<file path="src/rtl/dcpu16_run_pkg.sv">
// Shared types for the DCPU-16 run controller: FSM states, termination codes
// and the default success sentinel.
package dcpu16_run_pkg;

  typedef enum logic [2:0] {
    S_IDLE     = 3'd0,
    S_CORE_RST = 3'd1,
    S_ISSUE    = 3'd2,
    S_WAIT     = 3'd3,
    S_DONE     = 3'd4
  } run_state_e;

  typedef enum logic [2:0] {
    ST_NONE       = 3'd0,
    ST_SUCCESS    = 3'd1,
    ST_ILLEGAL    = 3'd2,
    ST_BREAKPOINT = 3'd3,
    ST_LIMIT      = 3'd4,
    ST_ABORT      = 3'd5
  } run_status_e;

  localparam logic [15:0] DEFAULT_SUCCESS_CODE = 16'h3FF0;

endpackage

</file>
<file path="src/rtl/dcpu16_bp_match.sv">
// Combinational PC breakpoint compare: hit when any enabled breakpoint
// address equals the supplied PC.
module dcpu16_bp_match #(
  parameter int WORD_W = 16,
  parameter int NUM_BP = 2
) (
  input  logic [WORD_W-1:0]        pc_i,
  input  logic [NUM_BP*WORD_W-1:0] bp_addr_i,
  input  logic [NUM_BP-1:0]        bp_en_i,
  output logic                     hit_o
);

  always_comb begin
    hit_o = 1'b0;
    for (int i = 0; i < NUM_BP; i++) begin
      if (bp_en_i[i] && (bp_addr_i[i*WORD_W +: WORD_W] == pc_i)) hit_o = 1'b1;
    end
  end

endmodule

</file>
<file path="src/rtl/dcpu16_run_ctrl.sv">
// DCPU-16 run controller: sequences core reset, issues single-instruction
// steps, classifies termination and keeps saturating instruction/cycle counts.
module dcpu16_run_ctrl
  import dcpu16_run_pkg::*;
#(
  parameter int                WORD_W       = 16,
  parameter logic [WORD_W-1:0] SUCCESS_CODE = WORD_W'(DEFAULT_SUCCESS_CODE),
  parameter int                CNT_W        = 32,
  parameter int                NUM_BP       = 2,
  parameter int                RST_CYCLES   = 4
) (
  input  logic                     clk,
  input  logic                     rst_n,
  input  logic                     start,
  input  logic                     single_step,
  input  logic                     abort,
  input  logic [CNT_W-1:0]         step_limit,
  input  logic [NUM_BP*WORD_W-1:0] bp_addr,
  input  logic [NUM_BP-1:0]        bp_en,
  output logic                     core_rst_o,
  output logic                     step_o,
  input  logic                     step_done_i,
  input  logic [WORD_W-1:0]        pc_i,
  input  logic [WORD_W-1:0]        instr_i,
  input  logic                     illegal_i,
  output logic                     busy,
  output logic                     done,
  output logic [2:0]               status,
  output logic [CNT_W-1:0]         instr_count,
  output logic [CNT_W-1:0]         cycle_count
);

  localparam int                RC_W    = (RST_CYCLES > 1) ? $clog2(RST_CYCLES) : 1;
  localparam logic [RC_W-1:0]   RC_LAST = RC_W'(RST_CYCLES - 1);

  function automatic logic [CNT_W-1:0] sat_inc(input logic [CNT_W-1:0] v);
    return (&v) ? v : v + CNT_W'(1);
  endfunction

  run_state_e       state_q, state_d;
  run_status_e      status_q, status_d;
  logic [CNT_W-1:0] instr_q, instr_d, cyc_q, cyc_d, limit_q, limit_d, new_cnt;
  logic [RC_W-1:0]  rst_cnt_q, rst_cnt_d;
  logic             ss_q, ss_d;
  logic             core_rst_q, step_q, busy_q, done_q;
  logic             bp_hit;

  dcpu16_bp_match #(
    .WORD_W (WORD_W),
    .NUM_BP (NUM_BP)
  ) u_bp_match (
    .pc_i      (pc_i),
    .bp_addr_i (bp_addr),
    .bp_en_i   (bp_en),
    .hit_o     (bp_hit)
  );

  always_comb begin
    state_d   = state_q;
    status_d  = status_q;
    instr_d   = instr_q;
    cyc_d     = busy_q ? sat_inc(cyc_q) : cyc_q;
    limit_d   = limit_q;
    rst_cnt_d = rst_cnt_q;
    ss_d      = ss_q;
    new_cnt   = sat_inc(instr_q);
    unique case (state_q)
      S_IDLE, S_DONE: begin
        if (start) begin
          state_d   = single_step ? S_ISSUE : S_CORE_RST;
          status_d  = ST_NONE;
          instr_d   = '0;
          cyc_d     = '0;
          rst_cnt_d = '0;
          ss_d      = single_step;
          limit_d   = step_limit;
        end
      end
      S_CORE_RST: begin
        if (abort) begin
          state_d  = S_DONE;
          status_d = ST_ABORT;
        end else if (rst_cnt_q == RC_LAST) begin
          state_d = S_ISSUE;
        end else begin
          rst_cnt_d = rst_cnt_q + RC_W'(1);
        end
      end
      S_ISSUE: begin
        if (abort) begin
          state_d  = S_DONE;
          status_d = ST_ABORT;
        end else begin
          state_d = S_WAIT;
        end
      end
      S_WAIT: begin
        // A completion in the same cycle as abort is classified normally.
        if (step_done_i) begin
          instr_d = new_cnt;
          state_d = S_DONE;
          if (illegal_i && (instr_i == SUCCESS_CODE))   status_d = ST_SUCCESS;
          else if (illegal_i)                           status_d = ST_ILLEGAL;
          else if (bp_hit)                              status_d = ST_BREAKPOINT;
          else if ((limit_q != '0) && (new_cnt == limit_q)) status_d = ST_LIMIT;
          else if (ss_q)                                status_d = ST_NONE;
          else                                          state_d  = S_ISSUE;
        end else if (abort) begin
          state_d  = S_DONE;
          status_d = ST_ABORT;
        end
      end
      default: state_d = S_IDLE;
    endcase
  end

  // Outputs are registered from the next state so they align with it.
  always_ff @(posedge clk or negedge rst_n) begin
    if (!rst_n) begin
      state_q    <= S_IDLE;
      status_q   <= ST_NONE;
      instr_q    <= '0;
      cyc_q      <= '0;
      limit_q    <= '0;
      rst_cnt_q  <= '0;
      ss_q       <= 1'b0;
      core_rst_q <= 1'b0;
      step_q     <= 1'b0;
      busy_q     <= 1'b0;
      done_q     <= 1'b0;
    end else begin
      state_q    <= state_d;
      status_q   <= status_d;
      instr_q    <= instr_d;
      cyc_q      <= cyc_d;
      limit_q    <= limit_d;
      rst_cnt_q  <= rst_cnt_d;
      ss_q       <= ss_d;
      core_rst_q <= (state_d == S_CORE_RST);
      step_q     <= (state_d == S_ISSUE);
      busy_q     <= (state_d == S_CORE_RST) || (state_d == S_ISSUE) || (state_d == S_WAIT);
      done_q     <= (state_d == S_DONE) && (state_q != S_DONE);
    end
  end

  assign core_rst_o  = core_rst_q;
  assign step_o      = step_q;
  assign busy        = busy_q;
  assign done        = done_q;
  assign status      = status_q;
  assign instr_count = instr_q;
  assign cycle_count = cyc_q;

endmodule

</file>
<file path="config.mk">
export PLATFORM = sky130hd
export DESIGN_NAME = dcpu16_run_ctrl
export DESIGN_NICKNAME = d
export VERILOG_FILES = /design/src/rtl/dcpu16_run_pkg.sv /design/src/rtl/dcpu16_bp_match.sv /design/src/rtl/dcpu16_run_ctrl.sv
export SDC_FILE = /design/constraint.sdc
export NUM_CORES = 1
export LEC_CHECK = 0
export BUFFER_PORTS_ARGS = -buffer_cell sky130_fd_sc_hd__clkbuf_2
export CAP_MARGIN = 20
export CORE_MARGIN = 2
export CORE_UTILIZATION = 50
export DETAILED_ROUTE_END_ITERATION = 8
export GPL_TIMING_DRIVEN = 0
export HOLD_SLACK_MARGIN = 0.08
export PLACE_DENSITY = 0.85
export SYNTH_ARGS = -nofsm -noshare
export SYNTH_HDL_FRONTEND = slang
export SYNTH_SLANG_ARGS = --single-unit
</file>
<file path="constraint.sdc">
create_clock -name clk -period 5.4 [get_ports clk]
set_clock_uncertainty 0.1 [all_clocks]
set_input_delay 0.81 -clock clk [delete_from_list [all_inputs] [get_ports clk]]
set_output_delay 0.81 -clock clk [all_outputs]
set_load 0.02 [all_outputs]
</file>
==> results.ini <==
[outcome]
status = finished clean

[floorplanning]
die_w_um = 122
die_area_um2 = 14900
io_pins = 176
start_util_pct = 50.7
rows = 43
core_area_um2 = 13700
die_y_um = 122

[final_layout]
fin_nets = 1135
final_cell_mix = clkbuf_2, nand2_1, dfrtp_1
final_cell_area_um2 = 8360
mostFrequentLayoutCell = clkbuf_2
drive_gt1_share_pct = 21.6
stdcell_count = 1212
diodes = 0
area_growth_pct = 20.3

[detailed_routing]
met1_length_um = 9060
highest_layer = met4
dr.pass1.iters = 5
routed_wl_um = 21900
drc = 0
via_count = 7079
wl_per_cell_um = 18.1
viasPerCell = 5.84
ant_nets = 0
wl_met2_um = 10200
dr.first_iter.drc_count = 802
routed-wl-met3_um = 1970

[clock_tree]
cts_hold_buffers = 0
cts_resized = 0
numClockSinks = 109
clk_latency_ns = 0.36
clk_path_buf_depth = 2
cts_root_buf = clkbuf_16
cts_tree = done
path_clk_slew_ns = 0.07
post_cts_buffers = 0
cts_buffers = 9
htreeDepth = 3

[pwr]
power_frac_comb_pct = 35.1
clockPowerShare_pct = 22.6
netSwitchingPower_mw = 1.11
power.internal_mw = 1.70
peakVddDrop_mv = 0.188
power_mw = 2.81
powerDensity_nw_per_um2 = 336
p_leak_nw = 3.74
power_frac_seq_pct = 42.3
switching_share_pct = 39.5

[global_route]
grt_first_pass_wirelength_um = 34100
grt_max_degree = 110
overflow = 0
grt_pass1_vias = 6564
antenna_found_initial = 0
grt_usage_pct = 30.0

[timing]
hold_viol = 0
fin_setup_tns_ns = 0
rsz0062_at_grt = no
setup_violations = 0
max_freq_mhz = 211
tightest_slew_ns = 0.924
fin_hold_ws_ns = 0.401
slew_viol_final = 0
layout_min_cycle_time_ns = 4.73
worst_slew_margin_rel_pct = 37.9
period_share_pct = 87.6

[setup_path]
path_cells = ha_1, nand4_1, nor3_1, a31oi_1, and4_1, xnor2_1, a2111oi_0, nand3_1, o21ai_1, o21ai_0
arrival_ns = 4.86
cp_top_family = compound AO/OA/AOI/OAI gates
path_class = flop to flop
cpPeakStageDelay_ns = 0.79
critPathLaunchType = flop
endpoint_kind = flop
crit_path_max_fanout = 8
critical_path_buf_inv_count = 0
cp.required_ns = 5.53
slowest_stage = a2111oi_0

[place]
post_dp_cell_area_um2 = 8070
io_buffers = 175
gp_congestion = 0.986
dp.cells = 1196
hpwlAfterDp_um = 16800

[run]
maxCapViolations = 0

[yosys]
synthXorXnorAreaFrac_pct = 12.3
syn-num-nets = 947
ys_seq_area_share_pct = 39.2
synth_enable_flop_cells = 0
synth_area_um2 = 6950
synth_top_family_by_area = simple AND/OR/NAND/NOR gates
asyncSetResetFlopFracSynth_pct = 100
synthSimpleGateAreaFrac_pct = 29.9
yosys_warnings = 0
synth_compound_area_share_pct = 13.8
syn_area_per_cell_um2 = 8.28
synthAdderAreaFrac_pct = 0.540
synth-seq-cells = 109
synthFlopType = dfrtp_1
synth_cell_type_count = 63
syn_inst = 839
synthMuxAreaShare_pct = 0.900

[hold_path]
hp-class = flop to flop

final cells by class:
class | count | area (um2)
fill | 1217 | 5360
sequential | 109 | 2730
clock buffer | 11 | 243
clock inverter | 5 | 42.5
tap | 180 | 225
buffer | 39 | 164
multi-input combinational | 674 | 4000
timing repair buffer | 177 | 897
inverter | 17 | 63.8
cells by family after synthesis:
logic type	Yosys count
buffers and inverters	56
AO/OA/AOI/OAI	153
AND/OR/NAND/NOR	414
multiplexers	6
flip-flops	109
adder cells (fa/ha/maj)	3
XOR/XNOR	98
metrics by stage:
| step | setup WS [ns] | util [%] |
|---|---|---|
| after global routing | 0.351 | 60.9 |
| after floorplan | 1.70 | - |
| after detailed placement | 0.961 | 58.9 |
| after global placement | 0.897 | 58.7 |
| final | 0.668 | 60.9 |
| after CTS | 0.909 | 60.9 |
state kept, by name, indices dropped and copies added, names as in the netlist, 2 cells and up:
| name | flops |
|---|---|
| cycle_count | 32 |
| instr_count | 32 |
| limit_q | 32 |
| state_q | 3 |
| status | 3 |
| rst_cnt_q | 2 |
cells in the mapped netlist, drive strengths merged (3+ instances only):
cell	number	area share, %
nand2	174	9.4
dfrtp	109	39
o21ai	66	4.8
xnor2	66	8.3
nor2	56	3.0
nand3	37	2.7
a21oi	35	2.5
nand4	35	3.7
xor2	32	4.0
clkbuf	30	1.6
nor4	25	3.0
inv	17	0.92
or3	17	1.5
nor3	16	1.2
and3	11	0.99
and2	10	0.90
o31ai	10	1.2
buf	9	0.72
a31oi	8	0.72
and4	7	0.88
a211oi	6	0.65
or2	6	0.54
a2111oi	5	0.90
nand2b	5	0.45
mux2i	4	0.58
nand4b	4	0.50
o2111ai	4	0.50
or4	4	0.49
a41oi	3	0.38
ha	3	0.54
power by group through the flow:
stage | combinational [mW] | clock [mW] | sequential, mW
after floorplan | 0.632 | 0 | 1.18
after global placement | 0.959 | 0 | 1.19
after detailed placement | 0.977 | 0 | 1.20
after CTS | 0.982 | 0.650 | 1.18
after global routing | 1.10 | 0.688 | 1.21
final | 0.987 | 0.635 | 1.19
worst min-delay path: cells and delay by family, from the launching register on:
kind / cells / cell delay (ns)
flip-flops: 1 / 0.36
AND/OR/NAND/NOR: 2 / 0.12
worst paths after layout:
check / slack, ns / to / cells past startpoint / start
worst max-delay path: 0.67 / status[1] / 10 / instr_count[0]
worst min-delay path: 0.40 / ss_q / 2 / ss_q
worst max register to register: 0.67 / status[1] / 10 / instr_count[0]
worst min register to register: 0.40 / ss_q / 2 / ss_q
max in group asynchronous: 4.15 / cycle_count[10] / 1 / rst_n
min in group asynchronous: 0.46 / limit_q[16] / 1 / rst_n
per-layer routing:
metal,vias to the layer above,track usage (%)
met4,0,12.6
met2,370,47.9
li1,3350,-
met5,-,0
met3,47,5.43
met1,3312,40.1
Note: power is estimated with default switching activity, not from simulation.
